==> config.mk <==
export PLATFORM = sky130hd
export DESIGN_NAME = dec_sequential
export DESIGN_NICKNAME = d
export VERILOG_FILES = /design/src/rtl/dec_sequential.sv
export SDC_FILE = /design/constraint.sdc
export NUM_CORES = 1
export LEC_CHECK = 0
export BUFFER_PORTS_ARGS = -buffer_cell sky130_fd_sc_hd__buf_2
export CAP_MARGIN = 20
export CORE_MARGIN = 4
export CORE_UTILIZATION = 53
export DETAILED_ROUTE_END_ITERATION = 12
export HOLD_SLACK_MARGIN = 0.08
export PLACE_DENSITY = 0.74
export SYNTH_ARGS = -nofsm -noshare
export SYNTH_HDL_FRONTEND = slang
export SYNTH_SLANG_ARGS = --single-unit
export TNS_END_PERCENT = 5
==> constraint.sdc <==
create_clock -name SYS_clk -period 3.41 [get_ports SYS_clk]
set_input_delay 0.341 -clock SYS_clk [delete_from_list [all_inputs] [get_ports SYS_clk]]
set_output_delay 0.341 -clock SYS_clk [all_outputs]
set_load 0.005 [all_outputs]
==> src/rtl/dec_sequential.sv <==
// dec_sequential: sequential BCD-to-binary converter.
// Absorbs DIGITS BCD digits, most significant first, one per dec_valid/dec_ready
// handshake, accumulating acc = acc*10 + digit. Each digit takes two cycles:
// it is accepted in WAIT, then multiply-accumulated in MAC. After the last MAC,
// DONE pulses bin_valid for one cycle and the block returns to IDLE. bin_out
// holds its value until the next dec_start.
//
// Optional build macro: DEC_SEQ_SATURATE_EN
//   undefined : the accumulator wraps modulo 2^BIN_W on overflow
//   defined   : after an overflow the accumulator is pinned to all-ones
// err_ovf behaves the same way in both builds.
module dec_sequential #(
  parameter int unsigned DIGITS = 8,
  parameter int unsigned BIN_W  = 26
) (
  input  logic             SYS_clk,
  input  logic             reset,
  input  logic             dec_start,
  input  logic [3:0]       dec_in,
  input  logic             dec_valid,
  output logic             dec_ready,
  output logic [BIN_W-1:0] bin_out,
  output logic             bin_valid,
  output logic             busy,
  output logic             err_digit,
  output logic             err_ovf
);

  localparam int unsigned CNT_W = $clog2(DIGITS + 1);
  localparam int unsigned SUM_W = BIN_W + 4;

  localparam logic [1:0] IDLE = 2'd0;
  localparam logic [1:0] WAIT = 2'd1;
  localparam logic [1:0] MAC  = 2'd2;
  localparam logic [1:0] DONE = 2'd3;

  logic [1:0]       state_q, state_d;
  logic [BIN_W-1:0] acc_q, acc_d;
  logic [CNT_W-1:0] cnt_q, cnt_d;
  logic [3:0]       digit_q, digit_d;
  logic             err_digit_q, err_digit_d;
  logic             err_ovf_q, err_ovf_d;
  logic             dec_ready_q, dec_ready_d;
  logic             bin_valid_q, bin_valid_d;
  logic             busy_q, busy_d;

  logic [SUM_W-1:0] acc_ext;
  logic [SUM_W-1:0] prod_sum;
  logic             mac_ovf;

  // acc*10 + digit, built from shifts; the top 4 bits flag an overflow
  always_comb begin
    acc_ext  = SUM_W'(acc_q);
    prod_sum = (acc_ext << 3) + (acc_ext << 1) + SUM_W'(digit_q);
    mac_ovf  = |prod_sum[SUM_W-1 -: 4];
  end

  // Next-state and next-output logic; dec_start overrides everything else
  always_comb begin
    state_d     = state_q;
    acc_d       = acc_q;
    cnt_d       = cnt_q;
    digit_d     = digit_q;
    err_digit_d = err_digit_q;
    err_ovf_d   = err_ovf_q;

    if (dec_start) begin
      state_d     = WAIT;
      acc_d       = '0;
      cnt_d       = CNT_W'(DIGITS);
      digit_d     = 4'd0;
      err_digit_d = 1'b0;
      err_ovf_d   = 1'b0;
    end else begin
      case (state_q)
        IDLE: begin
          state_d = IDLE;
        end
        WAIT: begin
          if (dec_valid) begin
            state_d = MAC;
            if (dec_in > 4'd9) begin
              // An illegal digit is recorded and then treated as zero
              err_digit_d = 1'b1;
              digit_d     = 4'd0;
            end else begin
              digit_d = dec_in;
            end
          end
        end
        MAC: begin
          if (mac_ovf) begin
            err_ovf_d = 1'b1;
          end
`ifdef DEC_SEQ_SATURATE_EN
          if (err_ovf_q || mac_ovf) begin
            acc_d = '1;
          end else begin
            acc_d = prod_sum[BIN_W-1:0];
          end
`else
          acc_d = prod_sum[BIN_W-1:0];
`endif
          cnt_d = cnt_q - CNT_W'(1);
          if (cnt_q == CNT_W'(1)) begin
            state_d = DONE;
          end else begin
            state_d = WAIT;
          end
        end
        DONE: begin
          state_d = IDLE;
        end
        default: begin
          state_d = IDLE;
        end
      endcase
    end

    // Status outputs follow the state being entered, so they line up with it
    dec_ready_d = (state_d == WAIT);
    bin_valid_d = (state_d == DONE);
    busy_d      = (state_d == WAIT) || (state_d == MAC);
  end

  // State and output registers with synchronous reset
  always_ff @(posedge SYS_clk) begin
    if (reset) begin
      state_q     <= IDLE;
      acc_q       <= '0;
      cnt_q       <= '0;
      digit_q     <= 4'd0;
      err_digit_q <= 1'b0;
      err_ovf_q   <= 1'b0;
      dec_ready_q <= 1'b0;
      bin_valid_q <= 1'b0;
      busy_q      <= 1'b0;
    end else begin
      state_q     <= state_d;
      acc_q       <= acc_d;
      cnt_q       <= cnt_d;
      digit_q     <= digit_d;
      err_digit_q <= err_digit_d;
      err_ovf_q   <= err_ovf_d;
      dec_ready_q <= dec_ready_d;
      bin_valid_q <= bin_valid_d;
      busy_q      <= busy_d;
    end
  end

  assign dec_ready = dec_ready_q;
  assign bin_out   = acc_q;
  assign bin_valid = bin_valid_q;
  assign busy      = busy_q;
  assign err_digit = err_digit_q;
  assign err_ovf   = err_ovf_q;

endmodule

# == Yosys cells after proc, flatten, opt, wreduce, memory -nomap -nowiden ==
# Index checks and enable logic that the tools add are counted.
# totals
reg_bits,41
inputBits,8
out_inout_bits,31
# classes
add_sub_neg,3
magnitude_cmp,1
eq_ne,7
n_mux,7
reduce_logical,9
# op_table
operator,count
$add 29x27->30,1
$add 30x4->30,1
$mux 4,3
$eq 2x2->1 const B,4
$mux 2,3
$pmux 2 s3,1
$eq 2x1->1 const B,2
$eq 4x1->1 const B,1
$gt 4x4->1 const B,1
$reduce_and 2->1,2
$reduce_or 2->1,2
$reduce_or 4->1,1
$sub 4x1->4 const B,1
$reduce_and 3->1,1
$logic_not 2->1,1
$reduce_bool 2->1,1
$logic_or 1x1->1,1

# == Longest topological paths before layout ==
# Gate-level depths: netlist of run 1.
# depth
ltp_word,6
ltp_mapped,13
depth_no_buf,13

# == Worst setup path after synthesis of run 1 ==
# No wires, ideal clock.
# synth_path
path_kind,reg2reg
from,register acc_q[0] (netlist: bin_out[0])
to,register acc_q[23] (netlist: bin_out[23])
setup_ns,0.122
arrival_ns,2.952
required_time_ns,3.288
slack_ns,0.336
path_stages_with_launch,13
path_buffers,0
cell_sequence,dfxtp_1 -> inv_1 -> fa_1 -> inv_1 -> ha_1 -> a211o_1 -> a211oi_2 -> o31ai_1 -> a31oi_1 -> o21ai_1 -> a21oi_2 -> o21ai_1 -> a221o_1
# synth_via
elab_chain_cells,2
# synth_rtl
item,line,text
from (decl),38,"logic [BIN_W-1:0] acc_q, acc_d;"
from (signal assigned),130,acc_q <= '0;
from (signal assigned),140,acc_q <= acc_d;
$add 29x27->30,54,prod_sum = (acc_ext << 3) + (acc_ext << 1) + SUM_W'(digit_q);
$add 30x4->30,54,
# Every way passes these cells.
# A chain may end at the register's enable or synchronous reset.

# == Worst setup path in the final report of run 1 ==
# layout_path
from,register acc_q[2] (netlist: bin_out[2])
to,register err_ovf_q (netlist: err_ovf)
# layout_via
elab_chain_cells,4
# layout_rtl
item,line,text
$add 29x27->30,54,
$add 30x4->30,54,
$reduce_or 4->1,55,mac_ovf = |prod_sum[SUM_W-1 -: 4];
$reduce_and 2->1 (no source line),-,
to (signal assigned),144,err_ovf_q <= err_ovf_d;
to (decl),42,"logic err_ovf_q, err_ovf_d;"
# Every way passes these cells.

==> results of run 1 <==
==> synthesized netlist by cell type (all sizes together), types with 4 or more instances <==
master,number
clkbuf,11
nor2,29
a211oi,4
xnor2,11
nand2,57
nand3,8
xor2,10
a21o,13
and3,4
nor2b,11
dfxtp,41
nand2b,7
a21oi,46
o211ai,4
inv,12
o21ai,15
or2,5
ha,55
a31oi,6
nor3,4
==> power by group through the flow <==
stage | combinational [mW] | clock, mW | sequential [mW]
after detailed placement | 0.0378 | 0 | 0.497
after global routing | 0.0430 | 0.448 | 0.487
after CTS | 0.0377 | 0.427 | 0.486
after global placement | 0.0365 | 0 | 0.497
final | 0.0377 | 0.412 | 0.486
after floorplan | 0.0233 | 0 | 0.497
==> critical path, cell delays in order, from the launching register on <==
cell,delay (ns)
dfxtp_2,0.36
inv_1,0.06
fa_2,0.55
inv_2,0.05
ha_4,0.23
a211o_1,0.31
a211oi_2,0.28
nor4_1,0.09
o21ai_1,0.23
a2bb2o_4,0.25
o41ai_4,0.31
mux2i_1,0.25
o21bai_2,0.07
o211ai_1,0.09
==> sequential cells by signal, indices dropped and copies added, names as in the netlist <==
| register | flops |
|---|---|
| digit_q | 4 |
| busy | 1 |
| bin_out | 26 |
| err_ovf | 1 |
| cnt_q | 4 |
| dec_ready | 1 |
| err_digit | 1 |
| state_q | 2 |
| bin_valid | 1 |
==> metrics by stage <==
step                util [%]  cell area [sq um]  std cells  worst slack (ns)  hold WS (ns)
floorplan                  -               3180        387             0.336         0.408
global placement        60.8               3430        488             0.188         0.443
detailed placement      60.8               3430        488             0.117         0.449
CTS                     62.9               3550        496            0.0765         0.250
global route            63.6               3590        499          -0.00157         0.250
finish                  63.6               3590        499             0.192         0.258
==> layer usage <==
layer | vias up | share of wire (%)
met1 | 1348 | 48
met4 | 0 | 1.1
met3 | 10 | 3.9
met5 | - | 0
met2 | 65 | 47
li1 | 1455 | -
==> kinds of logic after synthesis <==
kind of cell,synth area share (%)
AOI/OAI and AO/OA,22.3
xor gates and xnor gates,5.79
adders and majority gates,22.9
buffers and inverters,2.72
DFF,25.8
muxes,0.315
and+or+nand+nor,20.1
==> path summary, 6_finish.rpt <==
path	startpoint	end	slack, ns	cells past startpoint
min reg2reg	digit_q[0]$_SDFFE_PP0P_	bin_out[0]$_SDFFE_PP0P_	0.45	2
max	bin_out[2]$_SDFFE_PP0P_	err_ovf$_SDFFE_PP0P_	0.19	13
min	reset	cnt_q[3]$_SDFFE_PP0P_	0.26	2
max reg2reg	bin_out[2]$_SDFFE_PP0P_	err_ovf$_SDFFE_PP0P_	0.19	13
==> cell type report <==
class | instances | share of cell area, %
multi-input combinational | 323 | 63.7
clock inverter | 3 | 1.29
inverter | 12 | 1.26
clock buffer | 5 | 1.92
tap | 72 | 2.51
sequential | 41 | 23.0
timing repair buffer | 43 | 6.35
==> what timing repair did <==
| item | in CTS | in global routing |
|---|---|---|
| buffers inserted | 0 | 3 |
| setup endpoints to repair | 0 | 4 |
| gates resized for setup | 0 | 6 |
==> impl_metrics.json, run 1 <==
{
  "fin_skew_ns": 0.00980,
  "cts.htree.levels": 2,
  "required_ns": 3.64,
  "register_area_sq_um": 825,
  "syn_nets": 452,
  "finalHoldViolations": 0,
  "grt_max_degree": 37,
  "start_util_pct": 56.3,
  "cp_max_fo": 4,
  "wl_per_cell_microns": 13.8,
  "tightest_slew_ns": 0.811,
  "grt_usage_pct": 19.7,
  "use_met1_pct": 25.6,
  "report.final.slew_viol_count": 0,
  "cts_hold_buf": 0,
  "dp_hpwl_mm": 5.12,
  "power_frac_clock_pct": 44.0,
  "io_buffers": 38,
  "synth_edf_count": 0,
  "cts.path.max_buffers": 2,
  "cts_buffers": 5,
  "crit_type": "register to register",
  "area_growth_pct": 13.0,
  "switching_share_pct": 23.4,
  "syn_inst": 387,
  "ant_nets": 0,
  "hold_class": "input pin to register",
  "die_w_microns": 85.4,
  "p_per_area_mw_per_mm2": 261,
  "grt_busiest_layer": "met2",
  "drc_errors": 0,
  "peakVddDrop_uv": 195,
  "diodes": 0,
  "fp-row-count": 27,
  "netlist_area_sq_mm": 0.00318,
  "drt-initial-drc-count": 143,
  "max_cap_violations": 0,
  "async_reset_ff_share_pct": 0,
  "clk_latency_ns": 0.30,
  "ys_warn_count": 0,
  "die_h_microns": 85.4,
  "grt_pass1_vias": 2678,
  "fmax_mhz": 311,
  "gp_congestion": 0.867,
  "status": "completed",
  "clockRootBuffer": "clkbuf_8",
  "fin_setup_tns_ns": 0,
  "multi_input_area_sq_mm": 0.00229,
  "antenna_found_initial": 0,
  "p_total_mw": 0.935,
  "internal_power_mw": 0.716,
  "synth_top_area_share_pct": 25.8,
  "power_frac_seq_pct": 51.9,
  "most-common-layout-cells": "nand2_1, ha_1, a21oi_1",
  "end_kind": "register",
  "finalCritPeriodShare_pct": 94.4,
  "grt_pass1_wl_mm": 12.1,
  "fill_cells": 492,
  "yosysUniqueCellTypes": 47,
  "arrival_ns": 3.45,
  "setup_viol": 0,
  "num_vias": 2878,
  "synth-seq-cells": 41,
  "overflow": 0,
  "met2_usage_pct": 33.8,
  "dr.pass1.iters": 4,
  "relSlewSlack_pct": 45.7,
  "synthTopCellsByArea": "dfxtp_1, ha_1, a21oi_1",
  "layout_commonest_cell": "nand2_1",
  "wirelength_mm": 6.90,
  "cp-start-kind": "register",
  "fin_crit_ns": 3.22,
  "nNetsFinal": 491,
  "synth_largest_area_cell": "dfxtp_1",
  "via_per_inst": 5.77,
  "seq_area_frac_synth_pct": 25.8,
  "clock_sinks": 41,
  "io_pins": 39,
  "grtUsageMet3_pct": 3.59,
  "syn_area_per_cell_sq_um": 8.21,
  "leakagePower_nw": 1.89,
  "power_frac_comb_pct": 4.0,
  "synth_ff_type": "dfxtp_1",
  "switchingPower_mw": 0.219,
  "drive_above_1_share_pct": 15.9,
  "tritoncts": "yes",
  "dieArea_sq_mm": 0.00729,
  "clkSlewWorstSetupHoldPaths_ns": 0.09,
  "core_area_sq_mm": 0.00564
}
Power figures use the tool's default switching activity.
==> run 2: changes to the inputs <==
Settings changed: ABC_AREA from default to 1, CORE_UTILIZATION 53 to 60, PLACE_DENSITY 0.74 to 0.93.
==> run 2 against run 1 <==
Effect of this change:
- first-iteration DRC count up 76%
- area after synthesis up 15%
- flip-flop and latch count unchanged
- core utilization up 4.7 points
- critical endpoint is now bin_out[25]$_SDFFE_PP0P_
- largest cell class unchanged
==> impl_metrics.json, run 2 <==
{
  "status": "completed",
  "power_frac_comb_pct": 6.7,
  "largest_register_ffs": 26,
  "relSlewSlack_pct": 46.8,
  "fin_skew_ns": 0.0119,
  "gp_congestion": 0.921,
  "wirelength_mm": 9.38,
  "area_growth_pct": 10.3,
  "finalCritPeriodShare_pct": 75.7,
  "clkSlewWorstSetupHoldPaths_ns": 0.10,
  "synth.top_cells.by_count": "nand2_1, inv_1, nor2_1",
  "p_per_area_mw_per_mm2": 241,
  "io_buffers": 38,
  "top_layer": "met4",
  "peakVddDrop_uv": 221,
  "tightest_slew_ns": 0.796,
  "seq_area_frac_synth_pct": 22.4,
  "ys_warn_count": 0,
  "diodes": 0,
  "syn_nets": 644,
  "cts_setup_buffers": 0,
  "arrival_ns": 2.80,
  "grt_usage_pct": 26.4,
  "synth-seq-cells": 41,
  "cts.htree.levels": 2,
  "cts_hold_buf": 0,
  "yosysUniqueCellTypes": 32,
  "synth_edf_count": 0,
  "ant_nets": 0,
  "cp_max_fo": 4,
  "dr_wl_met3_microns": 610,
  "cts.path.max_buffers": 2,
  "synth_ff_type": "dfxtp_1",
  "die_h_microns": 86.2,
  "hold_class": "input pin to register",
  "power_frac_seq_pct": 50.5,
  "whs_ns": 0.282,
  "syn_inst": 579,
  "switchingPower_mw": 0.243,
  "route.met2.wl_mm": 4.57,
  "synthTopCellsByArea": "dfxtp_1, ha_1, nand2_1",
  "synth_largest_area_cell": "dfxtp_1",
  "drive_above_1_share_pct": 11.3,
  "crit_type": "register to register",
  "max_cap_violations": 0,
  "cts-resized-gates": 0,
  "io_pins": 39,
  "layout_commonest_cell": "nand2_1",
  "drt-met1-wl_mm": 3.99,
  "fin_crit_ns": 2.58,
  "die_w_microns": 86.2,
  "dieArea_sq_mm": 0.00743,
  "dp_hpwl_mm": 7.41,
  "grt_pass1_vias": 3731,
  "most-common-layout-cells": "nand2_1, inv_1, nor2_1",
  "synth_top_area_share_pct": 22.4,
  "start_util_pct": 61.9,
  "antenna_found_initial": 0,
  "synth_most_common_cell": "nand2_1",
  "overflow": 0,
  "num_vias": 3741,
  "fmax_mhz": 387,
  "dr.pass1.iters": 6,
  "nNetsFinal": 682,
  "report.final.slew_viol_count": 0,
  "internal_power_mw": 0.729,
  "setup_viol": 0,
  "syn_area_per_cell_sq_um": 6.33,
  "core_area_sq_mm": 0.00592,
  "grt_pass1_wl_mm": 16.0,
  "p_total_mw": 0.973,
  "fin_setup_tns_ns": 0,
  "clk_latency_ns": 0.31,
  "clock_sinks": 41,
  "tritoncts": "yes",
  "grt_max_degree": 39,
  "netlist_area_sq_mm": 0.00367,
  "rsz0062_at_grt": "no",
  "clockRootBuffer": "clkbuf_8",
  "fp-row-count": 28,
  "leakagePower_nw": 2.50,
  "switching_share_pct": 25.0,
  "cp-start-kind": "register",
  "cts_buffers": 5,
  "drt-initial-drc-count": 252,
  "via_per_inst": 5.40,
  "drc_errors": 0,
  "async_reset_ff_share_pct": 0,
  "end_kind": "register",
  "power_frac_clock_pct": 42.7,
  "finalHoldViolations": 0,
  "required_ns": 3.63,
  "wl_per_cell_microns": 13.5
}
## run 2: cell count changes after synthesis, sizes merged, moves of 12 or more
cell and change:
a21o -13, inv +96, nand2 +96, nand3 +12, nor2 +60, o21ai +13
## run 2: path summary, 6_finish.rpt
path	slack, ns	endpoint	from	cells after the start
setup / recovery	0.83	bin_out[25]$_SDFFE_PP0P_	bin_out[0]$_SDFFE_PP0P_	15
hold / removal	0.28	busy$_SDFF_PP0_	reset	2
setup reg to reg	0.83	bin_out[25]$_SDFFE_PP0P_	bin_out[0]$_SDFFE_PP0P_	15
hold reg to reg	0.48	digit_q[2]$_SDFFE_PP0P_	digit_q[2]$_SDFFE_PP0P_	2
## run 2: final cells by class
class | count | area [sq um]
Clock buffer | 5 | 68.8
Clock inverter | 3 | 46.3
Fill cell | 520 | 1880
Inverter | 108 | 405
Multi-Input combinational cell | 421 | 2400
Sequential cell | 41 | 821
Tap cell | 75 | 93.8
Timing Repair Buffer | 40 | 205
## run 2: power by group through the flow
stage / clock [mW] / sequential [mW] / combinational (mW)
floorplan: 0 / 0.502 / 0.0417
global placement: 0 / 0.502 / 0.0620
detailed placement: 0 / 0.503 / 0.0652
CTS: 0.424 / 0.492 / 0.0656
global route: 0.447 / 0.492 / 0.0755
finish: 0.416 / 0.492 / 0.0656
## run 2: per-layer routing
layer | vias to the layer above | global-route usage (%)
met2 | 124 | 47.0
li1 | 1873 | -
met1 | 1715 | 32.5
met4 | 0 | 9.21
met5 | - | 0
met3 | 29 | 3.99
## run 2: critical path, stage by stage (launching register included)
cell and delay, ns:
dfxtp_1 0.36, inv_1 0.08, fa_1 0.61, inv_1 0.07
ha_1 0.31, nand3_1 0.09, nand3_1 0.15, nand3_1 0.13
nand3_2 0.10, nand2_1 0.09, nand2_2 0.07, a21oi_2 0.13
xor2_1 0.15, nand2_1 0.06, nand2_1 0.07, inv_1 0.04
## run 2: kinds of logic (layout without fill, tap and decap cells)
kind of cell | count (synthesis) | count (layout) | synth area share, %
buf+inv | 117 | 156 | 12.1
compound gates | 79 | 79 | 12.1
fa+ha+maj | 57 | 57 | 19.9
simple gates | 269 | 269 | 29.7
xor+xnor | 16 | 16 | 3.82
flops | 41 | 41 | 22.4
## run 2: metrics by stage
stage	worst slack, ns	instances	utilization, %	cell area, sq um
after global routing	0.619	693	68.3	4040
after CTS	0.841	693	68.3	4040
after detailed placement	0.844	685	66.4	3930
final	0.828	693	68.3	4040
after floorplan	1.05	579	-	3670
after global placement	0.978	685	66.4	3930
==> run 3: changes to the inputs <==
Settings changed: CORE_UTILIZATION 60 to 54, PLACE_DENSITY 0.93 to 0.89.
Clock period 3.41 ns to 2.1 ns, I/O delays scaled along.
==> run 3 against run 2 <==
Effect of this change:
- the flow now finishes with violations (negative setup slack)
- setup slack worse by 1.2 ns
- sequential power rose by 62%
- clock power is 68% higher
- hold slack worse by 0.15 ns
- first-iteration DRC count is 44% higher
- clock skew up 0.0016 ns
- largest cell class unchanged
==> impl_metrics.json, run 3 (synthesis results as in run 2) <==
{
  "hold_class": "input pin to register",
  "grt_pass1_vias": 4039,
  "relSlewSlack_pct": 48.7,
  "setup_viol": 20,
  "post-route-worst-setup-slack_ns": -0.335,
  "layout_commonest_cell": "nand2_1",
  "via_per_inst": 5.44,
  "arrival_ns": 2.64,
  "antenna_found_initial": 0,
  "fill_cells": 493,
  "nNetsFinal": 744,
  "wl_per_cell_microns": 14.7,
  "r2r_slack_ns": -0.33,
  "peakVddDrop_uv": 413,
  "fmax_mhz": 411,
  "grt_pass1_wl_mm": 17.5,
  "tightest_slew_ns": 0.769,
  "drt-initial-drc-count": 363,
  "grt_max_degree": 34,
  "power_frac_seq_pct": 49.1,
  "pre_cts_slack_ns": -0.268,
  "io_pins": 39,
  "io_buffers": 38,
  "power_frac_comb_pct": 7.9,
  "end_kind": "register",
  "most-common-layout-cells": "nand2_1, inv_1, nor2_1",
  "rr_worst_depth": 11,
  "violations": "negative setup slack",
  "clkSlewWorstSetupHoldPaths_ns": 0.09,
  "r2r-end": "bin_out[17]$_SDFFE_PP0P_",
  "ant_nets": 0,
  "cts_hold_buf": 0,
  "die_h_microns": 90.4,
  "rsz0062_at_grt": "yes",
  "fp-row-count": 29,
  "design_area_sq_mm": 0.00476,
  "power_frac_clock_pct": 43.0,
  "fin_crit_ns": 2.43,
  "status": "finished with violations",
  "dp_hpwl_mm": 7.79,
  "p_per_area_mw_per_mm2": 342,
  "overflow": 0,
  "fin_skew_ns": 0.0135,
  "core_area_sq_mm": 0.00646,
  "dr.pass1.iters": 7,
  "area_growth_pct": 29.7,
  "num_vias": 4121,
  "tritoncts": "yes",
  "crit_start": "bin_out[9]$_SDFFE_PP0P_",
  "clock_sinks": 41,
  "clockRootBuffer": "clkbuf_8",
  "cp-start-kind": "register",
  "crit_type": "register to register",
  "drive_above_1_share_pct": 27.8,
  "largest_register_ffs": 26,
  "clk_latency_ns": 0.31,
  "diodes": 0,
  "crit_end": "bin_out[17]$_SDFFE_PP0P_",
  "grt_usage_pct": 25.5,
  "wirelength_mm": 11.1,
  "die_w_microns": 90.4,
  "switchingPower_mw": 0.426,
  "report.final.slew_viol_count": 0,
  "postPlaceCellArea_sq_mm": 0.00439,
  "reg2reg_from": "bin_out[9]$_SDFFE_PP0P_",
  "cts.path.max_buffers": 2,
  "cts_buffers": 5,
  "cts.htree.levels": 2,
  "leakagePower_nw": 2.83,
  "internal_power_mw": 1.20,
  "utilization_pct": 73.6,
  "start_util_pct": 56.8,
  "finalCritPeriodShare_pct": 116,
  "drc_errors": 0,
  "max_cap_violations": 0,
  "switching_share_pct": 26.2,
  "p_total_mw": 1.63,
  "finalHoldViolations": 0,
  "cp_max_fo": 4,
  "required_ns": 2.30,
  "dieArea_sq_mm": 0.00817,
  "gp_congestion": 0.964
}
[run 3: how the worst min path moves through the flow]
stage / start / endpoint / slack (ns) / cells past startpoint
2_1_floorplan: reset / busy$_SDFF_PP0_ / 0.28 / 1
3_3_place_gp: reset / busy$_SDFF_PP0_ / 0.45 / 2
3_5_place_dp: reset / busy$_SDFF_PP0_ / 0.45 / 2
4_1_cts: reset / busy$_SDFF_PP0_ / 0.13 / 2
5_1_grt: reset / busy$_SDFF_PP0_ / 0.15 / 2
6_report: reset / busy$_SDFF_PP0_ / 0.13 / 2
[run 3: metal layers]
layer	wire (microns)	GRT usage, %	up-vias
li1	-	-	2006
met1	4430	30.6	1866
met2	5370	45.2	201
met3	841	4.17	48
met4	454	10.3	0
met5	0	0	-
[run 3: repair_timing]
action                                  in CTS  in global routing
endpoints found under the setup margin      22                 22
resized for setup                           24                 42
pin swaps                                   12                 10
buffers inserted                             0                  2
[run 3: cell type report]
class                      count  area, sq um  share of cell area (%)
tap                           77         96.3                    2.03
timing repair buffer         102          671                    14.1
sequential                    41          837                    17.6
clock inverter                 3         46.3                   0.973
inverter                     108          405                    8.52
clock buffer                   5         68.8                    1.45
multi-input combinational    421         2630                    55.3
[run 3: per-stage QoR]
step / setup TNS, ns / hold slack (ns) / std cells
2_1_floorplan: -0.635 / 0.277 / 579
3_3_place_gp: -2.42 / 0.453 / 747
3_5_place_dp: -3.47 / 0.451 / 747
4_1_cts: -1.80 / 0.127 / 755
5_1_grt: -5.16 / 0.147 / 757
6_report: -2.95 / 0.131 / 757
[run 3: critical path: stages (launching register included)]
cell      delay (ns)
dfxtp_2         0.35
ha_1            0.31
ha_1            0.37
nand2_1         0.11
nand2_1         0.08
a21oi_2         0.20
buf_4           0.14
o21bai_1        0.07
a21oi_1         0.31
nor2_1          0.12
o221ai_1        0.21
inv_1           0.06
[run 3: power by group through the flow]
stage / logic, mW / clock network (mW) / registers (mW)
2_1_floorplan: 0.0677 / 0 / 0.815
3_3_place_gp: 0.114 / 0 / 0.815
3_5_place_dp: 0.119 / 0 / 0.815
4_1_cts: 0.123 / 0.698 / 0.797
5_1_grt: 0.145 / 0.732 / 0.799
6_report: 0.129 / 0.699 / 0.798
